--- config.mk ---
export PLATFORM = sky130hd
export DESIGN_NAME = alu_accumulator
export DESIGN_NICKNAME = d
export VERILOG_FILES = /design/src/rtl/alu_pkg.sv /design/src/rtl/alu_core.sv /design/src/rtl/alu_accumulator.sv
export SDC_FILE = /design/constraint.sdc
export NUM_CORES = 1
export LEC_CHECK = 0
export ABC_AREA = 1
export CORE_ASPECT_RATIO = 1.5
export CORE_UTILIZATION = 57
export DETAILED_ROUTE_END_ITERATION = 8
export GPL_TIMING_DRIVEN = 0
export PLACE_DENSITY = 0.87
export RECOVER_POWER = 100
export SETUP_SLACK_MARGIN = 0.3
export SYNTH_ARGS = -nofsm -noshare
export SYNTH_HDL_FRONTEND = slang
export SYNTH_SLANG_ARGS = --single-unit
--- constraint.sdc ---
create_clock -name clk -period 3 [get_ports clk]
set_input_delay 0.6 -clock clk [delete_from_list [all_inputs] [get_ports clk]]
set_output_delay 0.6 -clock clk [all_outputs]
set_load 0.02 [all_outputs]
--- src/rtl/alu_pkg.sv ---
// Shared op codes, FSM state type and the ALU evaluation function for the accumulator ALU.
// alu_eval works on MAX_W-bit containers; callers pass their real width (WIDTH < MAX_W).
package alu_pkg;

    localparam int MAX_W = 64;

    localparam logic [2:0] OP_ADD = 3'b000;
    localparam logic [2:0] OP_SUB = 3'b001;
    localparam logic [2:0] OP_SHL = 3'b010;
    localparam logic [2:0] OP_SHR = 3'b011;
    localparam logic [2:0] OP_AND = 3'b100;
    localparam logic [2:0] OP_OR  = 3'b101;
    localparam logic [2:0] OP_XOR = 3'b110;
    localparam logic [2:0] OP_NOT = 3'b111;

    typedef enum logic {ST_RUN, ST_ERROR} state_t;

    // Returns {err, result}; result is width+1 bits wide in the low end, upper bits zero.
    function automatic logic [MAX_W+1:0] alu_eval(
        input logic [MAX_W-1:0] a,
        input logic [MAX_W-1:0] b,
        input logic [2:0]       op,
        input logic             saturate,
        input int unsigned      width
    );
        logic [MAX_W:0] ea;
        logic [MAX_W:0] eb;
        logic [MAX_W:0] res;
        logic [MAX_W:0] ones_w;
        logic [MAX_W:0] ones_w1;
        logic           err;
        ea      = {1'b0, a};
        eb      = {1'b0, b};
        ones_w  = ((MAX_W+1)'(1) << width) - (MAX_W+1)'(1);
        ones_w1 = {ones_w[MAX_W-1:0], 1'b1};
        err     = 1'b0;
        case (op)
            OP_ADD: begin
                res = ea + eb;
                // Carry bit is the one set in ones_w1 but not in ones_w.
                if (|(res & ones_w1 & ~ones_w)) begin
                    err = 1'b1;
                    res = saturate ? ones_w : '0;
                end
            end
            OP_SUB:  res = (ea - eb) & ones_w1;
            OP_SHL:  res = ea << 1;
            OP_SHR:  res = ea >> 1;
            OP_AND:  res = ea & eb;
            OP_OR:   res = ea | eb;
            OP_XOR:  res = ea ^ eb;
            OP_NOT:  res = ~ea & ones_w;
            default: res = '0;
        endcase
        return {err, res};
    endfunction

endpackage

--- src/rtl/alu_core.sv ---
// Purely combinational WIDTH-bit ALU slice around alu_pkg::alu_eval.
module alu_core
    import alu_pkg::*;
#(
    parameter int WIDTH    = 16,
    parameter bit SATURATE = 1'b0
) (
    input  logic [WIDTH-1:0] a,
    input  logic [WIDTH-1:0] b,
    input  logic [2:0]       op,
    output logic [WIDTH:0]   result,
    output logic             err
);

    logic [MAX_W+1:0] eval;
    logic             unused_hi;

    assign eval      = alu_eval(MAX_W'(a), MAX_W'(b), op, SATURATE, WIDTH);
    assign result    = eval[WIDTH:0];
    assign err       = eval[MAX_W+1];
    assign unused_hi = ^eval[MAX_W:WIDTH+1];

endmodule

--- src/rtl/alu_accumulator.sv ---
// Registered ALU with accumulator, valid/ready on both sides and a sticky error state.
module alu_accumulator
    import alu_pkg::*;
#(
    parameter int WIDTH    = 16,
    parameter bit SATURATE = 1'b0,
    parameter int CNT_W    = 8
) (
    input  logic             clk,
    input  logic             clear,
    input  logic             in_valid,
    output logic             in_ready,
    input  logic [WIDTH-1:0] x,
    input  logic [WIDTH-1:0] y,
    input  logic [2:0]       op,
    input  logic             use_acc,
    input  logic             acc_clr,
    input  logic             err_clr,
    output logic             out_valid,
    input  logic             out_ready,
    output logic [WIDTH:0]   result,
    output logic             err,
    output logic [CNT_W-1:0] ops_done
);

    state_t           state;
    logic [WIDTH-1:0] acc;
    logic [WIDTH-1:0] opa;
    logic [WIDTH:0]   core_result;
    logic             core_err;
    logic             accept;

    assign opa = use_acc ? acc : x;

    alu_core #(.WIDTH(WIDTH), .SATURATE(SATURATE)) u_core (
        .a      (opa),
        .b      (y),
        .op     (op),
        .result (core_result),
        .err    (core_err)
    );

    // NOTE: acc_clr blocks acceptance so the clear and an accumulate never race on acc.
    assign in_ready = (state == ST_RUN) && !acc_clr && (!out_valid || out_ready);
    assign accept   = in_valid && in_ready;
    assign err      = (state == ST_ERROR);

    // NOTE: all state uses non-blocking assignments so every register samples pre-edge values.
    always_ff @(posedge clk or posedge clear) begin
        if (clear) begin
            state     <= ST_RUN;
            out_valid <= 1'b0;
            result    <= '0;
            acc       <= '0;
            ops_done  <= '0;
        end else begin
            if (accept) begin
                result    <= core_result;
                out_valid <= 1'b1;
                acc       <= core_result[WIDTH-1:0];
                ops_done  <= ops_done + CNT_W'(1);
                if (core_err) begin
                    state <= ST_ERROR;
                end
            end else if (out_valid && out_ready) begin
                out_valid <= 1'b0;
            end

            if (acc_clr) begin
                acc <= '0;
            end

            if (state == ST_ERROR && err_clr) begin
                state <= ST_RUN;
            end
        end
    end

endmodule

==> flow_summary.rst <==
.. list-table::
   :header-rows: 1

   * - Metric
     - Value
   * - Status
     - complete, but fails checks
   * - Violations in the final reports
     - max-capacitance violations, max-slew violations
   * - Post-route fraction of the period consumed by the critical path
     - 92.8%
   * - Worst vdd ir
     - 505 µV
   * - Design area
     - 6690 µm²
   * - Leading cell types in the layout, fill and taps excluded
     - sky130_fd_sc_hd__nand2_1, sky130_fd_sc_hd__inv_1, sky130_fd_sc_hd__nand3_1
   * - Combined area of the multi-input logic cells
     - 3790 µm²
   * - Cell type with the highest occurrence count on the critical path
     - sky130_fd_sc_hd__nand2_1
   * - Share of flip-flops with an asynchronous set or reset
     - 100%
   * - Clk pin slew, worst setup/hold paths
     - 0.06 ns
   * - Post-route DRC
     - 0
   * - Worst path bufs/invs
     - 2
   * - Sink count of the clock tree
     - 43
   * - Max transition margin
     - -6.44%
   * - FMAX
     - 359 MHz
   * - Number of antenna violations at the first check in global routing
     - 0
   * - Post-synthesis area per instance
     - 6.57 µm²
   * - Max-capacitance violation count
     - 1
   * - Total Routed Length
     - 17.2 mm
   * - Worst skew pair latency
     - 0.28 ns
   * - Finish-stage setup viols
     - 0
   * - Maximum fanout along the worst path
     - 6
   * - Detailed Routing Iterations Pass 1
     - 5
   * - End point of the critical path
     - result[5]$_DFFE_PP0P_
   * - Cell with the largest stage delay on the worst path
     - sky130_fd_sc_hd__clkdlybuf4s50_1
   * - Final hold slack
     - 0.475 ns
   * - Cell area power density
     - 422 nW/µm²
   * - Worst setup path class
     - in2reg
   * - Shortest clock period the worst path allows after layout
     - 2.78 ns
   * - Setup crit start kind
     - input pin
   * - Iter 0 DRT Violations
     - 529
   * - Source of the critical timing path
     - x[2]
   * - Io pins
     - 70
   * - Cell leakage power
     - 0.00357 µW
   * - Dpl cell area
     - 5990 µm²
   * - Critical register-to-register path endpoint
     - result[5]$_DFFE_PP0P_
   * - Final-report max-slew violation count
     - 44
   * - Clock H-tree levels
     - 2
   * - Pin count of the biggest net entering global routing
     - 44
   * - Register area share after synthesis
     - 20.8%
   * - Crit path DAT
     - 3.00 ns
   * - Global-route wire length before repair
     - 25.4 mm
   * - CP cell instances
     - clkdlybuf4s50_1 -> o21ai_2 -> inv_1 -> ha_1 -> nor2_2 -> nand2_1 -> nand3_1 -> nand2_1 -> nand2_2 -> nand2_1 -> nor2_8 -> nand2_1 -> o211ai_1 -> nand2_1 -> nand2_1
   * - Family with the most delay on the worst path
     - simple AND/OR/NAND/NOR gates
   * - Count of endpoints failing hold in the final timing report
     - 0
   * - Residual antenna-violating net count after detailed routing
     - 0
   * - Count of cells along the worst register-to-register path
     - 19
   * - Fill count
     - 678
   * - Syn Nets
     - 893
   * - Layout area overhead
     - 29.2%
   * - Number of vias per cell
     - 5.74
   * - Root Driver
     - sky130_fd_sc_hd__clkbuf_16
   * - Routed len/inst
     - 17.4 µm
   * - Slack of the worst reg-to-reg path
     - 0.48 ns
   * - Vias after detailed routing
     - 5694
   * - Netlist cell types
     - 47
   * - Register area
     - 1080 µm²
   * - Die Span Y
     - 119 µm
   * - Gate Count Post-Synth
     - 787
   * - Worst-Margin Slew
     - 1.59 ns
   * - Commonest non-fill, non-tap cell in the layout
     - sky130_fd_sc_hd__nand2_1
   * - Full die area
     - 9470 µm²
   * - Critical Path RT
     - 3.22 ns
   * - Most frequently used flop master after synthesis
     - sky130_fd_sc_hd__dfrtp_1
   * - Reg-to-reg critical path startpoint
     - acc[0]$_DFFE_PP0P_
   * - CTS buffer count
     - 5
   * - Final layout net count
     - 988
   * - Global router's overall resource usage
     - 35.1%
   * - Count of input and output buffers
     - 67
   * - Floorplan Core Area
     - 8830 µm²
   * - Number of hold buffers added after CTS
     - 0
   * - Overflow after GRT
     - 0
   * - Half-perimeter wire length after placement
     - 13.3 mm
   * - Worst min path class
     - reg2reg
   * - Horizontal extent of the die
     - 79.8 µm
   * - RSZ-0062 raised after global routing
     - true
   * - Kind of end point of the critical path
     - register
   * - # rows
     - 42
   * - Clock tree from TritonCTS
     - yes
   * - Number of storage elements in the synthesis netlist
     - 43
   * - Instance count on the critical path
     - 15
   * - EDFF count, synth
     - 0
   * - Clock buffer depth
     - 2
   * - Final RePlAce weighted congestion
     - 0.989
   * - Critical Path Max Stage Delay
     - 0.42 ns
   * - Number of global-route vias before repair
     - 5238
   * - Number of antenna repair diodes
     - 0
   * - Clock skew
     - 0.00327 ns
   * - Post-synthesis cell area
     - 5170 µm²
   * - Count of yosys warnings during synthesis
     - 0
   * - Effective utilization at floorplan
     - 58.6%
   * - Fraction of final layout cells with drive strength greater than 1
     - 16.1%
   * - Overall Power
     - 2820 µW
where the power goes:
part           internal, µW  switching [µW]  total [µW]
clock network           324             205         529
logic                   595             917        1510
registers               691            86.2         778
synthesized netlist by cell type (5+ instances only):
master	instances	share of area [%]
sky130_fd_sc_hd__nand2_1	232	17
sky130_fd_sc_hd__inv_1	129	9.4
sky130_fd_sc_hd__nand3_1	67	6.5
sky130_fd_sc_hd__ha_1	62	15
sky130_fd_sc_hd__nor2_1	47	3.4
sky130_fd_sc_hd__dfrtp_1	43	21
sky130_fd_sc_hd__a21oi_1	29	2.8
sky130_fd_sc_hd__o22ai_1	22	2.7
sky130_fd_sc_hd__o21ai_0	17	1.6
sky130_fd_sc_hd__o21ai_1	15	1.5
sky130_fd_sc_hd__nor3_1	12	1.2
sky130_fd_sc_hd__inv_2	9	0.65
sky130_fd_sc_hd__xor2_1	9	1.5
sky130_fd_sc_hd__nand4_1	8	0.97
sky130_fd_sc_hd__nand2_2	7	0.85
sky130_fd_sc_hd__o21ai_2	6	1.0
sky130_fd_sc_hd__buf_4	5	0.73
sky130_fd_sc_hd__buf_6	5	1.1
how the worst min path moves through the flow:
stage,startpoint,to,cells past startpoint
6_report,ops_done[7]$_DFFE_PP0P_,ops_done[7]$_DFFE_PP0P_,1
5_1_grt,ops_done[7]$_DFFE_PP0P_,ops_done[7]$_DFFE_PP0P_,1
4_1_cts,acc[4]$_DFFE_PP0P_,acc[4]$_DFFE_PP0P_,2
3_3_place_gp,ops_done[7]$_DFFE_PP0P_,ops_done[7]$_DFFE_PP0P_,1
3_5_place_dp,result[2]$_DFFE_PP0P_,result[2]$_DFFE_PP0P_,2
2_1_floorplan,acc[4]$_DFFE_PP0P_,acc[4]$_DFFE_PP0P_,2
sequential cells by signal (all words and copies together) (netlist names):
register,cells
err,1
out_valid,1
ops_done,8
result,17
acc,16
repair_timing:
action / 4_1_cts / 5_1_grt
gates resized for setup: 15 / 82
pin swaps: 3 / 17
buffers inserted: 5 / 16
setup endpoints to repair: 33 / 33
worst register-to-register path, cell delays in order, from the launching register on:
cell	delay, ns
sky130_fd_sc_hd__dfrtp_1	0.36
sky130_fd_sc_hd__inv_1	0.09
sky130_fd_sc_hd__nand2_2	0.07
sky130_fd_sc_hd__o21ai_4	0.07
sky130_fd_sc_hd__inv_1	0.09
sky130_fd_sc_hd__ha_4	0.17
sky130_fd_sc_hd__inv_1	0.07
sky130_fd_sc_hd__fa_2	0.20
sky130_fd_sc_hd__inv_1	0.06
sky130_fd_sc_hd__nand2_1	0.08
sky130_fd_sc_hd__nand2_1	0.08
sky130_fd_sc_hd__nand3_1	0.07
sky130_fd_sc_hd__nand2_1	0.08
sky130_fd_sc_hd__nand2_2	0.06
sky130_fd_sc_hd__nand2_1	0.16
sky130_fd_sc_hd__nor2_8	0.24
sky130_fd_sc_hd__nand2_1	0.10
sky130_fd_sc_hd__o211ai_1	0.15
sky130_fd_sc_hd__nand2_1	0.15
sky130_fd_sc_hd__nand2_1	0.09
metrics by stage:
| stage | cells | utilization (%) | TNS, ns | worst slack [ns] |
|---|---|---|---|---|
| finish | 992 | 75.7 | 0 | 0.216 |
| global route | 992 | 75.7 | 0 | 0.145 |
| CTS | 976 | 70.4 | 0 | 0.296 |
| detailed placement | 964 | 67.9 | -4.39 | -0.193 |
| global placement | 964 | 67.9 | -3.15 | -0.155 |
| floorplan | 787 | - | 0 | 0.319 |
layer usage:
layer | vias to the layer above | wire length [µm] | track usage, % | share of wire (%)
li1 | 2709 | - | - | -
met1 | 2656 | 6850 | 41.3 | 40
met2 | 276 | 8550 | 61.6 | 50
met3 | 53 | 923 | 3.17 | 5.4
met4 | 0 | 905 | 18.6 | 5.3
met5 | - | 0 | 0 | 0
kinds of logic after synthesis:
kind of cell	Yosys count	share of synthesized area, %
buffers and inverters	156	12.8
and+or+nand+nor	395	34.0
DFF	43	20.8
xor gates and xnor gates	12	2.03
adders and majority gates	64	15.8
AOI/OAI and AO/OA	117	14.6
final cells by class:
class	instances	share of cell area (%)
multi-input cells	588	56.7
flip-flops and latches	43	16.1
repair buffers	88	12.8
inverters	140	7.97
plain buffers	16	2.23
clock buffers	6	2.08
well taps	110	2.06
clock inverters	1	0.0749
Note: power is estimated with default switching activity, not from simulation.
